## config.mk

```make
export PLATFORM = sky130hd
export DESIGN_NAME = sid_reg_if
export DESIGN_NICKNAME = d
export VERILOG_FILES = /design/src/rtl/sid_reg_if.sv
export SDC_FILE = /design/constraint.sdc
export NUM_CORES = 1
export LEC_CHECK = 0
export CELL_PAD_IN_SITES_DETAIL_PLACEMENT = 1
export CELL_PAD_IN_SITES_GLOBAL_PLACEMENT = 2
export CORE_ASPECT_RATIO = 2
export CORE_MARGIN = 5
export CORE_UTILIZATION = 33
export CTS_CLUSTER_SIZE = 24
export DETAILED_ROUTE_END_ITERATION = 10
export GPL_TIMING_DRIVEN = 0
export PLACE_DENSITY = 0.87
export SETUP_SLACK_MARGIN = 0.05
export SLEW_MARGIN = 5
export SYNTH_ARGS = -nofsm -noshare
export SYNTH_HDL_FRONTEND = slang
export SYNTH_SLANG_ARGS = --single-unit
```

## constraint.sdc

```tcl
create_clock -name clk -period 4.1 [get_ports clk]
set_clock_uncertainty 0.2 [all_clocks]
set_input_delay 0.82 -clock clk [delete_from_list [all_inputs] [get_ports clk]]
set_output_delay 0.82 -clock clk [all_outputs]
set_load 0.03 [all_outputs]
```

## src/rtl/sid_reg_if.sv

```systemverilog
// -----------------------------------------------------------------------------
// sid_reg_if -- CPU bus front end and register file of a SID-style sound chip.
//
// Captures CPU reads/writes on the rising edge of phi2 (with cs_n low), holds
// the voice/filter write-only registers and returns the read-only sources.
// A bus latch remembers the last value seen on the data bus; reads of
// write-only addresses return that latch.
//
// Optional feature (macro SID_BUS_DECAY_EN): when defined, the bus latch
// clears to 0x00 after DECAY_CYCLES clk cycles with no access. When the
// macro is undefined the latch holds indefinitely.
//
// Ports
//   clk, rst              clock, synchronous active-high reset
//   phi2, cs_n, rw        CPU bus phase, chip select (low), 1=read/0=write
//   addr[4:0], data_in    register address and write data
//   potx, poty            read-only paddle values (0x19, 0x1A)
//   osc3_in, env3_in      read-only voice-3 oscillator / envelope (0x1B, 0x1C)
//   data_out, data_oe     read data and read-drive enable
//   freq0..2, pw0..2      voice frequency words / pulse widths
//   ctrl0..2, ad0..2, sr0..2  voice control, attack/decay, sustain/release
//   fc, res_filt, mode_vol    filter cutoff, resonance/routing, mode/volume
//   wr_strobe, wr_addr    one-cycle pulse and address of every accepted write
//
// Bus access semantics: an access is taken on the single clk cycle where phi2
// is high, was low on the previous cycle, cs_n is low, and phi2 has been seen
// low since the last reset. Nothing else on the bus has any effect; holding
// phi2 high never retriggers, and data_oe follows phi2/cs_n with one cycle of
// register delay after a read has been taken.
// -----------------------------------------------------------------------------
module sid_reg_if #(
    parameter logic [15:0] DECAY_CYCLES = 16'd8000
) (
    input  logic        clk,
    input  logic        rst,
    input  logic        phi2,
    input  logic        cs_n,
    input  logic        rw,
    input  logic [4:0]  addr,
    input  logic [7:0]  data_in,
    input  logic [7:0]  potx,
    input  logic [7:0]  poty,
    input  logic [7:0]  osc3_in,
    input  logic [7:0]  env3_in,
    output logic [7:0]  data_out,
    output logic        data_oe,
    output logic [15:0] freq0,
    output logic [15:0] freq1,
    output logic [15:0] freq2,
    output logic [11:0] pw0,
    output logic [11:0] pw1,
    output logic [11:0] pw2,
    output logic [7:0]  ctrl0,
    output logic [7:0]  ctrl1,
    output logic [7:0]  ctrl2,
    output logic [7:0]  ad0,
    output logic [7:0]  ad1,
    output logic [7:0]  ad2,
    output logic [7:0]  sr0,
    output logic [7:0]  sr1,
    output logic [7:0]  sr2,
    output logic [10:0] fc,
    output logic [7:0]  res_filt,
    output logic [7:0]  mode_vol,
    output logic        wr_strobe,
    output logic [4:0]  wr_addr
);

    logic [15:0] freq_r [3];
    logic [11:0] pw_r   [3];
    logic [7:0]  ctrl_r [3];
    logic [7:0]  ad_r   [3];
    logic [7:0]  sr_r   [3];
    logic [10:0] fc_r;
    logic [7:0]  res_filt_r;
    logic [7:0]  mode_vol_r;
    logic [7:0]  bus_latch;

    logic phi2_q;
    // Cleared by a reset taken while phi2 is high so that the still-high phi2
    // cannot look like a fresh rising edge once reset is released.
    logic armed;

    logic acc_edge;
    logic wr_edge;
    logic rd_edge;
    logic [7:0] rd_val;
    logic decay_hit;

    assign acc_edge = phi2 & ~phi2_q & armed & ~cs_n;
    assign wr_edge  = acc_edge & ~rw;
    assign rd_edge  = acc_edge &  rw;

    always_comb begin
        rd_val = bus_latch;
        case (addr)
            5'h19:   rd_val = potx;
            5'h1A:   rd_val = poty;
            5'h1B:   rd_val = osc3_in;
            5'h1C:   rd_val = env3_in;
            default: rd_val = bus_latch;
        endcase
    end

`ifdef SID_BUS_DECAY_EN
    // Saturating idle counter; restarts on every access edge.
    logic [15:0] decay_cnt;

    assign decay_hit = ({1'b0, decay_cnt} + 17'd1) >= {1'b0, DECAY_CYCLES};

    always_ff @(posedge clk) begin
        if (rst) begin
            decay_cnt <= 16'd0;
        end else if (acc_edge) begin
            decay_cnt <= 16'd0;
        end else if (decay_cnt != 16'hFFFF) begin
            decay_cnt <= decay_cnt + 16'd1;
        end
    end
`else
    assign decay_hit = 1'b0;
`endif

    always_ff @(posedge clk) begin
        if (rst) begin
            for (int v = 0; v < 3; v++) begin
                freq_r[v] <= 16'd0;
                pw_r[v]   <= 12'd0;
                ctrl_r[v] <= 8'd0;
                ad_r[v]   <= 8'd0;
                sr_r[v]   <= 8'd0;
            end
            fc_r       <= 11'd0;
            res_filt_r <= 8'd0;
            mode_vol_r <= 8'd0;
            bus_latch  <= 8'd0;
            data_out   <= 8'd0;
            data_oe    <= 1'b0;
            wr_strobe  <= 1'b0;
            wr_addr    <= 5'd0;
            phi2_q     <= 1'b0;
            armed      <= ~phi2;
        end else begin
            phi2_q    <= phi2;
            armed     <= armed | ~phi2;
            wr_strobe <= 1'b0;

            if (wr_edge) begin
                wr_strobe <= 1'b1;
                wr_addr   <= addr;
                bus_latch <= data_in;
                data_oe   <= 1'b0;
                // Voice v occupies addresses 7*v .. 7*v+6.
                for (int v = 0; v < 3; v++) begin
                    if (addr == 5'(7 * v + 0)) freq_r[v][7:0]  <= data_in;
                    if (addr == 5'(7 * v + 1)) freq_r[v][15:8] <= data_in;
                    if (addr == 5'(7 * v + 2)) pw_r[v][7:0]    <= data_in;
                    if (addr == 5'(7 * v + 3)) pw_r[v][11:8]   <= data_in[3:0];
                    if (addr == 5'(7 * v + 4)) ctrl_r[v]       <= data_in;
                    if (addr == 5'(7 * v + 5)) ad_r[v]         <= data_in;
                    if (addr == 5'(7 * v + 6)) sr_r[v]         <= data_in;
                end
                case (addr)
                    5'h15:   fc_r[2:0]  <= data_in[2:0];
                    5'h16:   fc_r[10:3] <= data_in;
                    5'h17:   res_filt_r <= data_in;
                    5'h18:   mode_vol_r <= data_in;
                    default: ;
                endcase
            end else if (rd_edge) begin
                data_out  <= rd_val;
                bus_latch <= rd_val;
                data_oe   <= 1'b1;
            end else begin
                // Keep driving only while the read cycle is still in progress.
                data_oe <= data_oe & phi2 & ~cs_n;
                if (decay_hit) bus_latch <= 8'd0;
            end
        end
    end

    assign freq0    = freq_r[0];
    assign freq1    = freq_r[1];
    assign freq2    = freq_r[2];
    assign pw0      = pw_r[0];
    assign pw1      = pw_r[1];
    assign pw2      = pw_r[2];
    assign ctrl0    = ctrl_r[0];
    assign ctrl1    = ctrl_r[1];
    assign ctrl2    = ctrl_r[2];
    assign ad0      = ad_r[0];
    assign ad1      = ad_r[1];
    assign ad2      = ad_r[2];
    assign sr0      = sr_r[0];
    assign sr1      = sr_r[1];
    assign sr2      = sr_r[2];
    assign fc       = fc_r;
    assign res_filt = res_filt_r;
    assign mode_vol = mode_vol_r;

endmodule

```

* Yosys cells after proc, flatten, opt, wreduce, memory -nomap -nowiden
Memory sizes are Yosys's and may differ from the RTL's.
Index checks and enable logic that the tools add are counted.
** Operators by class
- Equal/unequal tests :: 28
- Bitwise gates (word level) :: 34
- Reductions and logical operators :: 8
- Muxes and demuxes :: 113
** Operators by type and width (count)
- $mux W8 :: 20
- $mux W1 :: 89
- $eq A5 B5 Y1 const B :: 13
- $eq A5 B4 Y1 const B :: 8
- $pmux W8 S4 :: 1
- $or A1 B1 Y1 :: 22
- $eq A5 B3 Y1 const B :: 4
- $mux W4 :: 3
- $eq A5 B2 Y1 const B :: 2
- $reduce_and A2 Y1 :: 5
- $and A1 B1 Y1 :: 7
- $eq A5 B1 Y1 const B :: 1
- $logic_not A5 Y1 :: 1
- $not A1 Y1 :: 5
- $reduce_bool A2 Y1 :: 1
- $reduce_or A2 Y1 :: 1
** Word-level totals
- Flip-flop bits (word level) :: 52
- Memories kept :: 5
- Word-level logic and storage cells :: 199
- Memory bits (writable) :: 156
- Output and inout bits :: 198
- Input bits :: 50
** Memories
- freq_r :: depth 3, bits a word 16, rd ports 3, clocked after Yosys merged registers in 0, wr ports 3, line 69 : logic [15:0] freq_r [3];
- pw_r :: depth 3, bits a word 12, rd ports 3, clocked after Yosys merged registers in 0, wr ports 3, line 70 : logic [11:0] pw_r [3];
- ad_r :: depth 3, bits a word 8, rd ports 3, clocked after Yosys merged registers in 0, wr ports 3, line 72 : logic [7:0] ad_r [3];
- ctrl_r :: depth 3, bits a word 8, rd ports 3, clocked after Yosys merged registers in 0, wr ports 3, line 71 : logic [7:0] ctrl_r [3];
- sr_r :: depth 3, bits a word 8, rd ports 3, clocked after Yosys merged registers in 0, wr ports 3, line 73 : logic [7:0] sr_r [3];

* Longest topological paths before layout
- Depth in word-level cells :: 9
- Gate-level depth with buffers :: 6
- Mapped depth without buffers :: 5

* Worst setup path after synthesis
No wires, ideal clock.
- Path type :: input -> register
- Start point :: input port cs_n
- End point :: memory freq_r[0][0] (enable)
- Stages on the path :: 5
- Buffers on the path :: 1
- Data arrival time :: 2.194 ns
- Data required time :: 3.525 ns
- Library setup time :: 0.375 ns
- Path slack :: 1.331 ns
- Cell sequence :: and4bb_2 buf_6 nand2_4 or4_4 o21bai_1
** RTL lines
- from (decl) :: line 37 : input logic cs_n,
- to (decl) :: line 69

==> impl_metrics.env <==
export IMPL_drc=0
export IMPL_cp_data_required_time_ps=4010
export IMPL_clk_pin_slew_ps=60
export IMPL_worst_slew_pin_slew_ps=1070
export IMPL_period_minus_slack_ps=3290
export IMPL_ys_ff_latch=208
export IMPL_antenna_found_initial=3
export IMPL_path_max_fanout=10
export IMPL_wl_met1_um=8740
export IMPL_worstSetupPathType="in2reg"
export IMPL_synth_edf_count=156
export IMPL_synth_main_ff_cell="edfxtp_1"
export IMPL_cts_setup_buffers=0
export IMPL_critPathLaunchType="primary input"
export IMPL_synth_seq_area_share=0.722
export IMPL_clk_path_buf_depth=3
export IMPL_drtIter0Drc=265
export IMPL_cp_arrival_ps=3200
export IMPL_finalHoldViolCount=0
export IMPL_ios=248
export IMPL_maxCapViolCount=0
export IMPL_dp_hpwl_um=20400
export IMPL_cts_buffers=19
export IMPL_avgViaCountPerCell=4.93
export IMPL_grt_max_degree=17
export IMPL_dr_pass1_iters=4
export IMPL_htree_levels=1
export IMPL_cts_sinks=208
export IMPL_top_layer="met4"
export IMPL_root_buffer="clkbuf_16"
export IMPL_outcome="completed"
export IMPL_rsz0062_at_grt="no"
export IMPL_row_count=80
export IMPL_synthDistinctLibCells=59
export IMPL_avgRoutedWirePerCell_um=23.9
export IMPL_gr_total_overflow=0
export IMPL_core_area_um2=23800
export IMPL_setup_viol=0
export IMPL_synth_top_area_frac=0.591
export IMPL_avgSynthCellArea_um2=14.6
export IMPL_syn_nets=594
export IMPL_ys_warn_count=0
export IMPL_fill_cells=2442
export IMPL_syn_cell_area_um2=7930
export IMPL_die_area_um2=27400
export IMPL_cts_resized=0
export IMPL_dieWidth_um=120
export IMPL_finalWeightedCongestion=0.769
export IMPL_io_buffers=243
export IMPL_stdcell_count=1110
export IMPL_wl_met3_um=1080
export IMPL_power_leakage_uw=0.00429
export IMPL_synth_common_cells="edfxtp_1 (156), dfxtp_1 (52), nor2_1 (41)"
export IMPL_final_core_util=0.474
export IMPL_grt_pass1_vias=5902
export IMPL_dpl_cell_area_um2=10700
export IMPL_min_period_over_period=0.802
export IMPL_drv_slew=0
export IMPL_tns_ps=0
export IMPL_die_y_um=229
export IMPL_ir_worst_vdd_mv=0.209
export IMPL_totalWireLength_um=26500
export IMPL_drive_gt1_frac=0.0890
export IMPL_async_flop_share=0
export IMPL_ant_nets=0
export IMPL_power_density_nw_per_um2=396
export IMPL_stdcell_area_um2=11300
export IMPL_slew_headroom=0.283
export IMPL_synth_cells=544
export IMPL_dp_cells=1074
export IMPL_fmax_mhz=304
export IMPL_grt_pass1_wl_um=38300
export IMPL_synth_most_common_cell="edfxtp_1"
export IMPL_netlist_top_cells_area="edfxtp_1 (59%), dfxtp_1 (13%), mux2i_1 (3.4%)"
export IMPL_cts_hold_fix_buffers=0
export IMPL_start_util=0.333
export IMPL_grt_util_all_layers=0.188
export IMPL_cts_tree="yes"
export IMPL_end_kind="flop"
export IMPL_via_count=5475
export IMPL_routed_wl_met2_um=15500
export IMPL_hold_path_class="reg2reg"
export IMPL_insertion_delay_ps=510
export IMPL_syn_to_final_growth_pct=42.4
export IMPL_yosys_area_top_type="edfxtp_1"
export IMPL_nNetsFinal=858
==> critical path, stage by stage <==
cell             delay (ps)
clkdlybuf4s50_1         510
buf_2                   240
buf_1                   280
or3_1                   480
o21bai_1                850
==> final timing paths <==
| check | from | slack, ps | depth (start not counted) | endpoint |
|---|---|---|---|---|
| setup reg to reg | phi2_q | 1360 | 5 | freq_r[0][14] |
| setup / recovery | addr[2] | 810 | 5 | ctrl_r[0][22] |
| hold / removal | data_out[5] | 260 | 2 | data_out[5] |
| hold reg to reg | data_out[5] | 260 | 2 | data_out[5] |
==> cell type report <==
class,instances,area [µm²],area share
Sequential cell,208,5730,0.507
Clock inverter,12,81.3,0.00720
Inverter,6,22.5,0.00199
Timing Repair Buffer,243,2430,0.215
Buffer,28,159,0.0141
Multi-Input combinational cell,302,2020,0.179
Antenna cell,3,7.51,0.000665
Tap cell,287,359,0.0318
Clock buffer,21,483,0.0428
==> flip-flops by register name (all words and copies together) (netlist names), 8 cells and up <==
name,count
data_out,8
mode_vol,8
pw_r,36
bus_latch,8
ctrl_r,24
freq_r,48
res_filt,8
ad_r,24
sr_r,24
fc,11
==> metrics by stage <==
step	setup slack [ps]	power [µW]	hold slack, ps
final	812	4480	256
after global routing	736	4620	285
after global placement	332	2850	237
after detailed placement	274	2860	247
after CTS	800	4520	258
after floorplan	1330	2620	256
==> where the power goes <==
part	internal [µW]	switching, µW
combinational	177	294
sequential	2310	18.6
clock	912	761
total	3400	1070
==> metal layers <==
layer,track usage,vias to the layer above
met1,0.180,2707
met3,0.0225,47
met2,0.381,192
li1,-,2529
met4,0.0921,0
met5,0,-
==> layout by cell type (no fill, tap or decap), drive strengths merged, types with 2 or more instances in the layout <==
cell,instances
and2b,9
a21o,14
o21ai,17
nand2b,10
a21oi,25
nor3,4
nor2b,4
a211oi,2
diode,3
clkdlybuf4s50,243
nor3b,4
nand3,5
o21bai,12
nor4,2
or3b,2
a31o,2
o22ai,7
edfxtp,156
dfxtp,52
inv,6
and2,37
nor2,41
or2,2
a221o,8
nand2,33
mux2,8
nand4,2
clkbuf,35
and4bb,2
and3,9
mux2i,27
buf,14
clkinv,11
o211ai,2
nand3b,3
==> kinds of logic after synthesis <==
family,Yosys count,synth area share
buffers and inverters,34,0.0229
and+or+nand+nor,174,0.128
muxes,35,0.0455
AOI/OAI and AO/OA,92,0.0808
xor gates and xnor gates,1,0.00110
DFF,208,0.722
Power figures use the tool's default switching activity.
